--- src/rtl/motion_ctrl_pkg.sv ---
// Shared types and default widths for the two-axis move sequencer.
package motion_ctrl_pkg;
  localparam int NUM_BITS_DEFAULT   = 16;
  localparam int WIDTH_BITS_DEFAULT = 16;

  typedef enum logic [1:0] {
    IDLE      = 2'd0,
    TRIGGER   = 2'd1,
    WAIT_DONE = 2'd2,
    DONE      = 2'd3
  } MotionCtrl_state;
endpackage

--- src/rtl/motion_ctrl_signed_to_dir_mag.sv ---
// Splits a signed delta into a direction bit (1 = positive) and an unsigned magnitude.
module signed_to_dir_mag
  import motion_ctrl_pkg::*;
#(
  parameter int NUM_BITS = NUM_BITS_DEFAULT
) (
  input  logic signed [NUM_BITS-1:0] delta,
  output logic                       dir,
  output logic        [NUM_BITS-1:0] mag
);
  localparam logic [NUM_BITS-1:0] ONE = NUM_BITS'(1);

  logic [NUM_BITS-1:0] delta_u;

  assign delta_u = delta;
  assign dir     = ~delta[NUM_BITS-1];
  // The most negative value negates to itself, which is the correct unsigned magnitude.
  assign mag     = delta[NUM_BITS-1] ? (~delta_u + ONE) : delta_u;
endmodule

--- src/rtl/motion_ctrl.sv ---
// Two-axis move sequencer: latches a relative move, triggers the active steppers,
// waits for them to finish and pulses done.
module motion_ctrl
  import motion_ctrl_pkg::*;
#(
  parameter int NUM_BITS   = NUM_BITS_DEFAULT,
  parameter int WIDTH_BITS = WIDTH_BITS_DEFAULT
) (
  input  logic                         clk,
  input  logic                         reset_n,
  input  logic                         clk_en,
  input  logic                         cmd_valid,
  output logic                         cmd_ready,
  input  logic signed [NUM_BITS-1:0]   cmd_dx,
  input  logic signed [NUM_BITS-1:0]   cmd_dy,
  input  logic        [WIDTH_BITS-1:0] cmd_pulse_width,
  output logic                         x_trigger,
  output logic                         y_trigger,
  output logic                         x_dir,
  output logic                         y_dir,
  output logic        [NUM_BITS-1:0]   x_pulse_num,
  output logic        [NUM_BITS-1:0]   y_pulse_num,
  output logic        [WIDTH_BITS-1:0] x_pulse_width,
  output logic        [WIDTH_BITS-1:0] y_pulse_width,
  input  logic                         x_working,
  input  logic                         y_working,
  output logic                         busy,
  output logic                         done
);
  MotionCtrl_state state_reg, state_next;

  logic                  accept;
  logic                  dx_dir, dy_dir;
  logic [NUM_BITS-1:0]   dx_mag, dy_mag;
  logic                  dx_active, dy_active;
  logic                  active_x_reg, active_y_reg;
  logic                  x_dir_reg, y_dir_reg;
  logic [NUM_BITS-1:0]   x_num_reg, y_num_reg;
  logic [WIDTH_BITS-1:0] width_reg;

  signed_to_dir_mag #(.NUM_BITS(NUM_BITS)) u_x_conv (
    .delta (cmd_dx),
    .dir   (dx_dir),
    .mag   (dx_mag)
  );

  signed_to_dir_mag #(.NUM_BITS(NUM_BITS)) u_y_conv (
    .delta (cmd_dy),
    .dir   (dy_dir),
    .mag   (dy_mag)
  );

  // A zero width would never finish a pulse, so it counts as no motion.
  assign dx_active = (cmd_dx != '0) && (cmd_pulse_width != '0);
  assign dy_active = (cmd_dy != '0) && (cmd_pulse_width != '0);

  // reset_n term keeps cmd_ready at 0 while the block is held in reset.
  assign cmd_ready = (state_reg == IDLE) && clk_en && reset_n;
  assign accept    = cmd_valid && cmd_ready;
  assign busy      = (state_reg != IDLE);
  assign done      = (state_reg == DONE) && clk_en;
  assign x_trigger = (state_reg == TRIGGER) && active_x_reg;
  assign y_trigger = (state_reg == TRIGGER) && active_y_reg;

  assign x_dir         = x_dir_reg;
  assign y_dir         = y_dir_reg;
  assign x_pulse_num   = x_num_reg;
  assign y_pulse_num   = y_num_reg;
  assign x_pulse_width = width_reg;
  assign y_pulse_width = width_reg;

  always_ff @(posedge clk or negedge reset_n) begin
    if (!reset_n) begin
      state_reg <= IDLE;
    end else if (clk_en) begin
      state_reg <= state_next;
    end
  end

  always_comb begin
    state_next = state_reg;
    case (state_reg)
      IDLE: begin
        if (accept) state_next = (dx_active || dy_active) ? TRIGGER : DONE;
      end
      TRIGGER:   state_next = WAIT_DONE;
      WAIT_DONE: begin
        if (!(active_x_reg && x_working) && !(active_y_reg && y_working)) state_next = DONE;
      end
      DONE:      state_next = IDLE;
      default:   state_next = IDLE;
    endcase
  end

  always_ff @(posedge clk or negedge reset_n) begin
    if (!reset_n) begin
      active_x_reg <= 1'b0;
      active_y_reg <= 1'b0;
      x_dir_reg    <= 1'b0;
      y_dir_reg    <= 1'b0;
      x_num_reg    <= '0;
      y_num_reg    <= '0;
      width_reg    <= '0;
    end else if (accept) begin
      active_x_reg <= dx_active;
      active_y_reg <= dy_active;
      x_dir_reg    <= dx_dir;
      y_dir_reg    <= dy_dir;
      x_num_reg    <= dx_mag;
      y_num_reg    <= dy_mag;
      width_reg    <= cmd_pulse_width;
    end
  end
endmodule

--- config.mk ---
export PLATFORM = sky130hd
export DESIGN_NAME = motion_ctrl
export DESIGN_NICKNAME = d
export VERILOG_FILES = /design/src/rtl/motion_ctrl_pkg.sv /design/src/rtl/motion_ctrl_signed_to_dir_mag.sv /design/src/rtl/motion_ctrl.sv
export SDC_FILE = /design/constraint.sdc
export NUM_CORES = 1
export LEC_CHECK = 0
export ABC_AREA = 1
export BUFFER_PORTS_ARGS = -buffer_cell sky130_fd_sc_hd__buf_2
export CAP_MARGIN = 20
export CORE_MARGIN = 10
export CORE_UTILIZATION = 35
export CTS_CLUSTER_SIZE = 10
export DETAILED_ROUTE_END_ITERATION = 6
export PLACE_DENSITY = 0.6
export SYNTH_ARGS = -nofsm -noshare
export SYNTH_HDL_FRONTEND = slang
export SYNTH_SLANG_ARGS = --single-unit
--- constraint.sdc ---
create_clock -name clk -period 2 [get_ports clk]
set_clock_uncertainty 0.15 [all_clocks]
set_input_delay 0.1 -clock clk [delete_from_list [all_inputs] [get_ports clk]]
set_output_delay 0.1 -clock clk [all_outputs]
set_load 0.01 [all_outputs]
==> results.txt <==
- nand2_1 is the most common cell in the netlist.
- For this run, the post-layout net count is 639.
- Of the total synthesized cell area, the portion taken by XOR and XNOR cells is 0.0314.
* Period minus WS final: 1.80 ns
- Measured against the total synthesized area, the mux share comes to 0.
- In this run the static leakage power is 2.36 nW.
- Routed len/inst: 13.8 µm
- Internal power: 2.81 mW
- In the routed layout, each cell is associated on average with a via count of 4.57.
- Dominant cell type by area after synthesis: dfrtp_1
* Worst Max-Slew Pin Slew: 0.455 ns
- Timing would allow up to 554 MHz.
- Portion of synthesized cell area occupied by the leading cell type: 0.441
- The largest single stage delay on the critical path is 0.42 ns.
* Data arrival at the endpoint of the critical path: 1.88 ns
* Number of global-route vias before repair: 3157
* Synth-to-Final Area Change: 39.5%
- For this run the aggregate overflow at the end of global routing stands at 0.
- First-pass GRT wire length: 15.3 mm
* Final design area excluding fillers: 4270 µm²
- Simple-gate portion of the synthesized area: 0.346
* HP Class: in -> reg
* Post-placement cell area: 3690 µm²
- Clock tree synthesis inserted a total of 5 buffers.
* Startpoint type of the worst setup path: register
- IR Drop Worst-Case VDD: 0.429 mV
- Standard cell core area: 8640 µm²
- For this design the total switching power over the nets is 1.81 mW.
- After layout, the worst setup slack is 0.195 ns.
- By area, the combinational part of the netlist is dominated by simple AND/OR/NAND/NOR gates.
- Sort of element at the end of the critical path: register
- The congestion estimate from routability-driven global placement came to 0.872.
- The initial antenna violation count came to 0.
- Post-route antenna net violation count: 0
- Clock network latency to the later pin of the worst-skew pair: 0.30 ns
- Across all hold checks on the routed design, the worst slack comes to 0.0116 ns.
- Pin count of the biggest net entering global routing: 36
* Die Area: 12900 µm²
- The share of the Yosys chip area taken by registers is 0.441.
- The number of antenna diodes in the final layout is 0.
* Half-perimeter wire length of the detailed placement result: 7.10 mm
- Initial core utilization: 0.355
* Critical path required time: 2.07 ns
- The most used flip-flop cell after synthesis is dfrtp_1.
* Part of the total power dissipated in sequential elements: 0.409
* Row count: 34
- The area fraction in compound gates after synthesis is 0.0629.
* Top Ports: 125
- Relative max-transition margin: 0.697
* Category of the critical setup timing path: reg -> reg
- Dividing total power by cell area gives a power density of 1080 nW/µm².
* Warnings from Yosys: 0
- In this run, synthesis inferred 0 flip-flops with an integrated enable.
* DRC viols: 0
* Synth cell types: 25
- Share of layout cells above drive strength 1: 0.254
- Synth Instances: 421
* Area of the mapped netlist: 3060 µm²
* Number of port buffers: 124
* Most area-consuming cells after synthesis: dfrtp_1, nand2_1, nor2_1
- Leaving out filler cells and counting taps, the final layout contains 687.
- The number of pins exceeding their max-slew limit in the final report was 0.
- Of the total power, combinational logic draws 0.432.
- In the synthesized netlist, the cells that appear most often are nand2_1, nor2_1, dfrtp_1.
- Adder and majority gate portion of the synthesized area: 0.0286
- Worst-case setup slack after placement: 0.110 ns
* H-tree levels: 2
* Starting DRC count in detailed routing: 214
* Count of endpoints failing hold in the final timing report: 0
- The tree is rooted in a clkbuf_8.
- Maximum fanout encountered on the critical timing path: 16
* Slowest CP cell: dfrtp_1
* Synth Register Bits: 54
* Wirelength, routed: 9.47 mm
- Across every metal layer, demand over resource in global routing totals 0.140.
* Synthesized net count: 482
* Height of the die: 114 µm
* Switching part of the total power: 0.391
* Mean cell area of the mapped netlist: 7.28 µm²
- Setup violations remaining at the end of the flow were counted as 0.
- Cell occurring most often along the worst timing path: inv_1
* Buffer depth of the longest clock path: 2
- The detailed router placed 3137 vias in this run.
- Setup repair after global routing left no endpoint under its margin.
- After clock tree synthesis, the clock-pin slew on the worst setup and hold paths is 0.10 ns.
- Proportion of register bits with asynchronous set or reset after synthesis: 1.00
* Number of sinks driven by the clock tree: 54
- Chip Width: 114 µm
- Before antenna repair, the detailed router went through 4 iterations.
- Cell total after placement: 632
- CTS-repair resized insts: 0
- Clock tree from TritonCTS: done
- Critical-path cell list: inv_1 > ha_1 > nand4_4 > buf_4 > nor2_1 > inv_1 > o21ai_0
- Status: finished, final reports clean
- Max-cap violations in this run came to 0.
- The share of total power dissipated in the clock network is 0.160.
- Of the available clock period, the critical path in the final layout requires 0.902.
* Setup TNS Final: 0 ns
-- routing by layer --
layer | vias up | track usage | share of wire
met5 | - | 0 | 0
met2 | 111 | 0.234 | 0.46
met3 | 4 | 0.0472 | 0.085
met1 | 1405 | 0.171 | 0.45
met4 | 0 | 0.0262 | 0.0049
li1 | 1617 | - | -
-- placed cells by master (no fill, tap or decap), drive strengths merged --
master / n
o21ai: 25
dlygate4sd3: 45
clkbuf: 5
clkinvlp: 2
nor2: 56
nand4: 5
bufinv: 1
or2: 1
a31oi: 3
and3: 1
ha: 7
xor2: 4
buf: 133
nand2: 163
o21bai: 1
nor3: 2
inv: 26
a21oi: 6
nand3b: 3
xnor2: 7
dfrtp: 54
nand3: 29
-- cell type report --
cell class / instances / area, µm²
clock buffers: 5 / 68.8
well taps: 108 / 135
fillers: 861 / 4360
flip-flops and latches: 54 / 1350
clock inverters: 3 / 45.0
repair buffers: 178 / 1140
multi-input cells: 313 / 1440
inverters: 26 / 97.6
-- power by group through the flow --
| stage | combinational [mW] | sequential (mW) | clock (mW) |
|---|---|---|---|
| floorplan | 0.967 | 2.10 | 0 |
| global placement | 1.93 | 1.90 | 0 |
| detailed placement | 1.95 | 1.91 | 0 |
| CTS | 2.03 | 1.89 | 0.765 |
| global route | 2.25 | 1.96 | 0.806 |
| finish | 1.99 | 1.89 | 0.737 |
-- critical path: cells and delay by family, from the launching register on --
kind / cells / cell delay [ns]
compound gates: 1 / 0.17
fa+ha+maj: 1 / 0.26
buf+inv: 3 / 0.41
flops: 1 / 0.42
simple gates: 2 / 0.33
-- through the flow --
stage	total power, mW	util
final	4.62	0.495
after global routing	5.01	0.495
after detailed placement	3.86	0.428
after global placement	3.83	0.428
after floorplan	3.06	-
after CTS	4.68	0.493
-- what timing repair did --
item                                   in CTS  in global routing
setup endpoints to repair                   0                 19
hold buffers                               45                  0
setup buffers                               0                  2
endpoints found under the hold margin      64                  0
-- final timing paths --
path	start	to	slack [ns]	cells past startpoint
setup / recovery	state_reg[0]	x_pulse_num[15]	0.20	7
hold / removal	cmd_dx[5]	x_pulse_num[5]	0.01	3
setup reg to reg	state_reg[0]	x_pulse_num[15]	0.20	7
hold reg to reg	y_pulse_num[9]	y_pulse_num[9]	0.34	2
max in group asynchronous	reset_n	y_pulse_num[9]	0.75	4
min in group asynchronous	reset_n	x_pulse_num[4]	0.21	3
-- logic make-up after synthesis --
logic type / after synthesis
buffers and inverters: 54
DFF: 54
adders and majority gates: 7
and+or+nand+nor: 260
xor gates and xnor gates: 11
AOI/OAI and AO/OA: 35
Power figures use the tool's default switching activity.
